$ cat src/rtl/mcrc_pkg.sv
// Shared defaults, state encoding and width sanity helper for the framed
// MODBUS-style CRC engine.
package mcrc_pkg;

    localparam int unsigned MCRC_DWIDTH = 8;
    localparam int unsigned MCRC_CWIDTH = 16;

    localparam logic [MCRC_CWIDTH-1:0] MCRC_INITIAL = 16'hFFFF;
    localparam logic [MCRC_CWIDTH-1:0] MCRC_POLY    = 16'hA001;
    localparam logic [MCRC_CWIDTH-1:0] MCRC_RESIDUE = 16'h0000;

    typedef enum logic {
        PASS   = 1'b0,
        APPEND = 1'b1
    } state_t;

    // The CRC is emitted as whole data words, so it must split evenly.
    function automatic bit widths_ok(input int unsigned cwidth, input int unsigned dwidth);
        return (dwidth != 0) && (cwidth >= dwidth) && ((cwidth % dwidth) == 0);
    endfunction

endpackage

$ cat src/rtl/mcrc_step.sv
// One full-word reflected CRC update: XOR the word in, then DWIDTH LSB-first
// shift/XOR iterations, all within one combinational cone.
module mcrc_step
    import mcrc_pkg::*;
#(
    parameter int unsigned        DWIDTH = MCRC_DWIDTH,
    parameter int unsigned        CWIDTH = MCRC_CWIDTH,
    parameter logic [CWIDTH-1:0]  POLY   = CWIDTH'(MCRC_POLY)
) (
    input  logic [CWIDTH-1:0] crc_in,
    input  logic [DWIDTH-1:0] data,
    output logic [CWIDTH-1:0] crc_out
);

    logic [CWIDTH-1:0] acc;

    // Loop bound is a parameter, so this unrolls into DWIDTH chained stages.
    always_comb begin
        acc = crc_in ^ CWIDTH'(data);
        for (int unsigned i = 0; i < DWIDTH; i++) begin
            acc = (acc >> 1) ^ (acc[0] ? POLY : '0);
        end
        crc_out = acc;
    end

endmodule

$ cat src/rtl/mcrc_frame.sv
// Frame-aware CRC engine: generate mode appends the CRC (low word first),
// check mode passes the frame through and reports pass/fail at its end.
module mcrc_frame
    import mcrc_pkg::*;
#(
    parameter int unsigned        DWIDTH  = MCRC_DWIDTH,
    parameter int unsigned        CWIDTH  = MCRC_CWIDTH,
    parameter logic [CWIDTH-1:0]  INITIAL = CWIDTH'(MCRC_INITIAL),
    parameter logic [CWIDTH-1:0]  POLY    = CWIDTH'(MCRC_POLY),
    parameter logic [CWIDTH-1:0]  RESIDUE = CWIDTH'(MCRC_RESIDUE)
) (
    input  logic              clk,
    input  logic              reset,
    input  logic              mode,
    input  logic              s_valid,
    output logic              s_ready,
    input  logic [DWIDTH-1:0] s_data,
    input  logic              s_last,
    output logic              m_valid,
    input  logic              m_ready,
    output logic [DWIDTH-1:0] m_data,
    output logic              m_last,
    output logic [CWIDTH-1:0] crc,
    output logic              done,
    output logic              crc_ok,
    output logic              busy
);

    localparam int unsigned NWORDS = CWIDTH / DWIDTH;
    localparam int unsigned CNTW   = $clog2(NWORDS + 1);

    if (!widths_ok(CWIDTH, DWIDTH)) begin : g_bad_width
        $error("mcrc_frame: CWIDTH must be a non-zero multiple of DWIDTH");
    end

    state_t            state;
    state_t            state_next;
    logic [CWIDTH-1:0] crc_q;
    logic [CWIDTH-1:0] crc_base;
    logic [CWIDTH-1:0] crc_next;
    logic [CWIDTH-1:0] shreg;
    logic [CNTW-1:0]   cnt;
    logic              frame_mode;
    logic              eff_mode;
    logic              s_fire;
    logic              a_fire;
    logic              cnt_last;

    // Mode is only taken from the port on a frame's first beat.
    assign eff_mode = busy ? frame_mode : mode;
    assign crc_base = busy ? crc_q : INITIAL;
    assign cnt_last = (cnt == CNTW'(1));
    assign s_fire   = (state == PASS) && s_valid && m_ready;
    assign a_fire   = (state == APPEND) && m_ready;
    assign crc      = crc_q;

    mcrc_step #(
        .DWIDTH (DWIDTH),
        .CWIDTH (CWIDTH),
        .POLY   (POLY)
    ) u_step (
        .crc_in  (crc_base),
        .data    (s_data),
        .crc_out (crc_next)
    );

    always_ff @(posedge clk) begin : fsm_state
        if (reset) begin
            state <= PASS;
        end else begin
            state <= state_next;
        end
    end

    // Zero-latency passthrough in PASS; APPEND drives the CRC words itself.
    always_comb begin : fsm_comb
        state_next = state;
        s_ready    = 1'b0;
        m_valid    = 1'b0;
        m_data     = '0;
        m_last     = 1'b0;
        case (state)
            PASS: begin
                s_ready = m_ready;
                m_valid = s_valid;
                m_data  = s_data;
                m_last  = eff_mode & s_last;
                if (s_valid && m_ready && s_last && !eff_mode) begin
                    state_next = APPEND;
                end
            end
            APPEND: begin
                m_valid = 1'b1;
                m_data  = shreg[DWIDTH-1:0];
                m_last  = cnt_last;
                if (m_ready && cnt_last) begin
                    state_next = PASS;
                end
            end
            default: state_next = PASS;
        endcase
    end

    always_ff @(posedge clk) begin : datapath
        if (reset) begin
            crc_q      <= INITIAL;
            shreg      <= '0;
            cnt        <= '0;
            frame_mode <= 1'b0;
            busy       <= 1'b0;
            done       <= 1'b0;
            crc_ok     <= 1'b0;
        end else begin
            done <= 1'b0;
            if (s_fire) begin
                crc_q <= crc_next;
                busy  <= 1'b1;
                if (!busy) begin
                    frame_mode <= mode;
                end
                if (s_last) begin
                    if (eff_mode) begin
                        crc_ok <= (crc_next == RESIDUE);
                        done   <= 1'b1;
                        crc_q  <= INITIAL;
                        busy   <= 1'b0;
                    end else begin
                        shreg <= crc_next;
                        cnt   <= CNTW'(NWORDS);
                    end
                end
            end
            // Generated CRC always matches by construction, so crc_ok is set.
            if (a_fire) begin
                shreg <= shreg >> DWIDTH;
                cnt   <= cnt - CNTW'(1);
                if (cnt_last) begin
                    done   <= 1'b1;
                    crc_ok <= 1'b1;
                    crc_q  <= INITIAL;
                    busy   <= 1'b0;
                end
            end
        end
    end

endmodule
$ cat config.mk
export PLATFORM = sky130hd
export DESIGN_NAME = mcrc_frame
export DESIGN_NICKNAME = d
export VERILOG_FILES = /design/src/rtl/mcrc_pkg.sv /design/src/rtl/mcrc_step.sv /design/src/rtl/mcrc_frame.sv
export SDC_FILE = /design/constraint.sdc
export NUM_CORES = 1
export LEC_CHECK = 0
export CAP_MARGIN = 10
export CORE_MARGIN = 5
export CORE_UTILIZATION = 26
export CTS_CLUSTER_SIZE = 14
export DETAILED_ROUTE_END_ITERATION = 8
export PLACE_DENSITY = 0.52
export SLEW_MARGIN = 20
export SYNTH_ARGS = -nofsm -noshare
export SYNTH_HDL_FRONTEND = slang
export SYNTH_SLANG_ARGS = --single-unit
$ cat constraint.sdc
create_clock -name clk -period 4.23 [get_ports clk]
set_clock_uncertainty 0.15 [all_clocks]
set_input_delay 1.0575 -clock clk [delete_from_list [all_inputs] [get_ports clk]]
set_output_delay 1.0575 -clock clk [all_outputs]
set_load 0.03 [all_outputs]
Word level (Yosys, flattened, before mapping)
Cells that the tools add are included.
{"block": "totals", "output_inout_bits": 30, "elab_cells": 83, "ff_bits": 39, "n_memories": 0, "romBits": 0, "ramBits": 0, "in_bits": 14, "latch_bits": 0}
{"block": "op_classes", "reduce_logical": 14, "eq_ne": 2, "muxes": 45, "addsub": 1, "n_div": 0, "mul": 0, "shifts": 0, "n_bitwise": 12, "magnitude_cmp": 0}
{"cell": "two-way mux 16 bit", "count": 14}
{"cell": "XOR 15 x 16 -> 16 bit", "count": 8}
{"cell": "two-way mux 8 bit", "count": 4}
{"cell": "two-way mux 1 bit", "count": 19}
{"cell": "zero test 16 bit", "count": 1}
{"cell": "case mux 8 bit (2 select lines)", "count": 1}
{"cell": "XOR 16 x 8 -> 16 bit", "count": 1}
{"cell": "two-way mux 2 bit", "count": 4}
{"cell": "logical AND 1 bit", "count": 7}
{"cell": "case mux 1 bit (2 select lines)", "count": 3}
{"cell": "AND reduction 3 bit", "count": 2}
{"cell": "nonzero test 2 bit", "count": 2}
{"cell": "== test 2 x 1 -> 1 bit, second input constant", "count": 1}
{"cell": "inequality test 2 x 1 -> 1 bit, second input constant", "count": 1}
{"cell": "inverter 1 bit", "count": 2}
{"cell": "OR reduction 2 bit", "count": 1}
{"cell": "subtractor 2 x 1 -> 2 bit, second input constant", "count": 1}
{"cell": "bitwise AND 1 bit", "count": 1}
{"cell": "zero test 1 bit", "count": 1}

Longest topological paths before layout
{"block": "depth", "word_depth": 24, "mapped_depth": 10}

Cells and area by module
Synthesis repeated with hierarchy kept, for this count alone.
{"block": "hier_totals", "hier_cells": 232, "area_unflattened_um2": 2177.1}
{"module": "mcrc_frame", "area_each_um2": 1888.1, "n_inst": 1, "cells_per_inst": 206}
{"module": "mcrc_step", "area_each_um2": 289.0, "n_inst": 1, "cells_per_inst": 26}

Least setup slack after synthesis
OpenSTA, ideal clock, no wires.
{"block": "synth_path", "path_kind": "input to register", "start": "input s_data[3]", "end": "register crc_ok", "t_required_ns": 3.964, "setup_ns": 0.116, "arrival_ns": 2.987, "path_buffers": 0, "slack_ns": 0.977, "path_stages": 8, "cell_sequence": "xor2_2 > xnor2_4 > xnor3_2 > ha_1 > xnor2_1 > nor4_1 > and3_1 > a41o_1"}
{"block": "synth_via", "elab_chain_cells": 20}
{"element": "start: declaration", "line": "mcrc_frame.sv:17", "text": "input logic [DWIDTH-1:0] s_data,"}
{"element": "XOR 16 x 8 -> 16 bit *", "line": "mcrc_step.sv:19", "text": "acc = crc_in ^ CWIDTH'(data);"}
{"element": "XOR 15 x 16 -> 16 bit * (3 in series)", "line": "mcrc_step.sv:21", "text": "acc = (acc >> 1) ^ (acc[0] ? POLY : '0);"}
{"element": "two-way mux 16 bit *", "line": "mcrc_step.sv:21"}
{"element": "XOR 15 x 16 -> 16 bit *", "line": "mcrc_step.sv:21"}
{"element": "two-way mux 16 bit *", "line": "mcrc_step.sv:21"}
{"element": "XOR 15 x 16 -> 16 bit *", "line": "mcrc_step.sv:21"}
{"element": "two-way mux 16 bit *", "line": "mcrc_step.sv:21"}
{"element": "XOR 15 x 16 -> 16 bit *", "line": "mcrc_step.sv:21"}
{"element": "(+3 left out)"}
{"element": "XOR 15 x 16 -> 16 bit *", "line": "mcrc_step.sv:21"}
{"element": "net crc_next[15]", "line": "mcrc_frame.sv:40", "text": "logic [CWIDTH-1:0] crc_next;"}
{"element": "zero test 16 bit *", "line": "mcrc_frame.sv:123", "text": "crc_ok <= (crc_next == RESIDUE);"}
{"element": "two-way mux 1 bit *", "line": "mcrc_frame.sv:122", "text": "if (eff_mode) begin"}
{"element": "two-way mux 1 bit *", "line": "mcrc_frame.sv:121", "text": "if (s_last) begin"}
{"element": "two-way mux 1 bit *", "line": "mcrc_frame.sv:115", "text": "if (s_fire) begin"}
{"element": "two-way mux 1 bit", "line": "mcrc_frame.sv:137", "text": "if (cnt_last) begin"}
{"element": "two-way mux 1 bit *", "line": "mcrc_frame.sv:134", "text": "if (a_fire) begin"}
{"element": "end signal: assignment", "line": "mcrc_frame.sv:123"}
{"element": "end: declaration", "line": "mcrc_frame.sv:25", "text": "output logic crc_ok,"}
The timed path passes the listed nets; every way through them passes the cells marked *.
A chain may end at the register's enable or synchronous reset.

Worst setup path in the final report
{"block": "layout_path", "start": "input mode", "end": "output m_last"}
{"block": "layout_via", "elab_chain_cells": 3}
{"element": "start: declaration", "line": "mcrc_frame.sv:14", "text": "input logic mode,"}
{"element": "two-way mux 1 bit"}
{"element": "bitwise AND 1 bit", "line": "mcrc_frame.sv:87", "text": "m_last = eff_mode & s_last;"}
{"element": "case mux 1 bit (2 select lines)", "line": "mcrc_frame.sv:82", "text": "case (state)"}
{"element": "end: declaration", "line": "mcrc_frame.sv:22", "text": "output logic m_last,"}
Every way passes these cells.

==> metrics.txt <==
outcome finished clean; final hold viol count 0; vias in the first global route between 1,500 and 2,000; EDFF count, synth 0; Post-Synth Simple-Gate Area 0.2395; Slew Viols, Final 0; syn nets about 260; CP peak stage delay 710 ps; Crit path required time between 3000 and 4000 ps; final WL approximately 5.8 mm; Switching Share 0.2893; cell count after synthesis 241; Mean Syn Cell Area 8.561 um^2; initial antenna violation count 0; R2R setup slack 1200 ps; GR Util All Layers 0.1216; mapped cell area 0.002063 mm^2; Die ar. slightly below 0.01 mm^2; DRT Pass-1 Iters 4; RSZ-0062 raised after global routing false; Clock Tree Buf Depth 2; Post-Layout Cell Count 385; Seq/Total Area, Yosys 0.3784; switching power 0.2996 mW; total of max-cap violations 0; nets@finish just under 300; core area 0.007727 mm^2; Max-slew headroom 0.5204; Gate power share 0.244; Top FF cell, synth dfxtp_1; Worst path top cell family by delay buffers and inverters; worst hold stages 2; fraction of layout cells with a size suffix above 1 0.1201; Compound-Gate Fraction of Synth Area 0.1213; slew at the pin with the worst max-slew slack 718.6 ps; CTS Root Cell clkbuf_8; end of the worst hold path shreg[10]; share of flip-flops with an asynchronous set or reset 0; fmax 261.0 MHz; setup ws final 397.9 ps; drt via density 4.662; CP bufs+invs 2; ANT cells 0; Resized Gates After CTS 0; Wirelength per Cell 14.98 um; Worst Path Max Fanout 4; crit start category primary input; R2R depth 9; xor-xnor portion of the synthesized cell area 0.1686; synthesis-to-finish area growth 32.57%; Hold Path Origin shreg[10]; Hold WC Path Type reg -> reg; IR Drop Worst-Case VDD 119.1 uV; setup TNS 0 ps; Placer Congestion 0.7982; Post-DP HPWL 4.265 mm; slowest CP cell clkdlybuf4s50_1; largest net degree at the start of global routing 24; Finish-stage setup viols 0; Initial Util 0.2670; Clock Sinks 39; CTS tree built; DP Worst Slack 221.9 ps; Pwr Total 1.036 mW; Cell Rows 32; CP Class in -> out; TritonCTS Buffers 5; Post CTS Setup Buffer Count 0; Internal Power about 0.74 mW; crit end category output port; final period utilization 0.9059; CTS Hold Buffers Added 0; Syn. warnings 0; commonest non-fill, non-tap cell in the layout nand2_1; static leakage around 1.0 nW; Routed Antenna Nets 0; gr ovfl total 0; Fillers 822; Die H 99.08 um; Die W 99.08 um; most frequent CP cell clkdlybuf4s50_1; latest clock arrival within the worst-skew pair 290 ps; first-pass GRT wire length 9.418 mm; sequential group share of total power 0.396; Critical R2R Launch busy; Port Buf Inserts 43; post-synthesis register bit count 39; post-synthesis mux area share 0.04912; via count 1,795; number of library cell types mapped by synthesis 45; Clk pwr share 0.361; critical-path cell list clkdlybuf4s50_1, mux2_2, nand2_1, o21ai_0, clkdlybuf4s50_1; Clock Pin Slew Worst Setup and Hold Paths approximately 80 ps; most used cells in the layout excluding fill and tap cells nand2_1, clkdlybuf4s50_1, dfxtp_1; DRC 0; P per Cell Area between 300 and 400 mW/mm^2; minimum clock period ~3800 ps; RR Endpoint crc_ok; Adder-Cell Fraction of Synth Area 0.01213; Cells after DPL 377; number of placed I/O pins 44; CTS H-tree depth 2; critical path arrival 2620 ps; largest family of logic cells by synthesized area simple AND/OR/NAND/NOR gates; 1st-iter DRT viols 77
==> flip-flops by register name, summed over array words and instances, names as in the netlist <==
register    cells
frame_mode      1
crc_ok          1
cnt             2
shreg          16
crc            16
busy            1
state           1
done            1
==> routing by layer <==
metal,track usage,wire (um),vias to the layer above
li1,-,-,896
met3,0.03539,331,4
met4,0.03466,63,0
met2,0.1798,2461,48
met1,0.1713,2911,847
met5,0,0,-
==> power groups by stage <==
stage | Sequential [mW] | Clock (mW) | Combinational [mW]
global route | 0.414 | 0.399 | 0.275
global placement | 0.419 | 0 | 0.252
CTS | 0.410 | 0.385 | 0.254
finish | 0.410 | 0.374 | 0.252
detailed placement | 0.419 | 0 | 0.253
floorplan | 0.431 | 0 | 0.152
==> tightest hold or removal path: stages, from the launching register on <==
cell     delay [ps]
dfxtp_1         310
nand2_1          50
a21oi_1          50
==> cell usage after synthesis, types with 2 or more instances <==
cell type,n,area share
a21oi_1,13,0.032
a311oi_1,2,0.0085
buf_1,2,0.0036
buf_2,6,0.015
clkbuf_1,6,0.011
dfxtp_1,39,0.38
ha_1,2,0.012
mux2_2,9,0.049
nand2_1,54,0.098
nand2_2,2,0.0061
nand2b_1,4,0.012
nand3_1,7,0.017
nand3b_1,5,0.018
nor2_1,20,0.036
nor2b_1,2,0.0061
nor3_1,3,0.0073
nor4_1,3,0.0091
o211ai_1,4,0.015
o21ai_0,7,0.017
o221a_1,2,0.011
o22ai_1,2,0.0061
xnor2_1,10,0.042
xnor2_2,3,0.024
xor2_1,12,0.051
xor2_2,2,0.016
==> through the flow <==
stage	hold WS [ps]	area [um^2]	utilization
2_1_floorplan	282.2	2063	-
5_1_grt	334.9	2735	0.3540
6_report	305.6	2735	0.3540
3_3_place_gp	296.6	2599	0.3363
4_1_cts	309.1	2735	0.3540
3_5_place_dp	298.3	2599	0.3363
==> how the worst max path moves through the flow <==
stage,slack (ps),to,start,depth (start not counted)
global placement,290,crc_ok,s_data[3],9
finish,400,m_last,mode,5
detailed placement,220,crc_ok,s_data[3],9
floorplan,980,crc_ok,s_data[3],8
global route,230,m_last,mode,5
CTS,370,m_last,mode,5
==> final cells by class <==
class / count / area, um^2 / area share
Clock buffer: 5 / 68.82 / 0.02516
Tap cell: 102 / 127.6 / 0.04666
Clock inverter: 3 / 67.56 / 0.02470
Inverter: 1 / 3.754 / 0.001372
Timing Repair Buffer: 48 / 467.9 / 0.1711
Multi-Input combinational cell: 187 / 1219 / 0.4456
Sequential cell: 39 / 780.7 / 0.2855
==> cells by family after synthesis <==
kind of cell / Yosys count
simple gates: 108
flops: 39
compound gates: 38
xor+xnor: 30
buf+inv: 15
mux: 9
fa+ha+maj: 2
No activity file was read; power rests on OpenSTA's default activity.
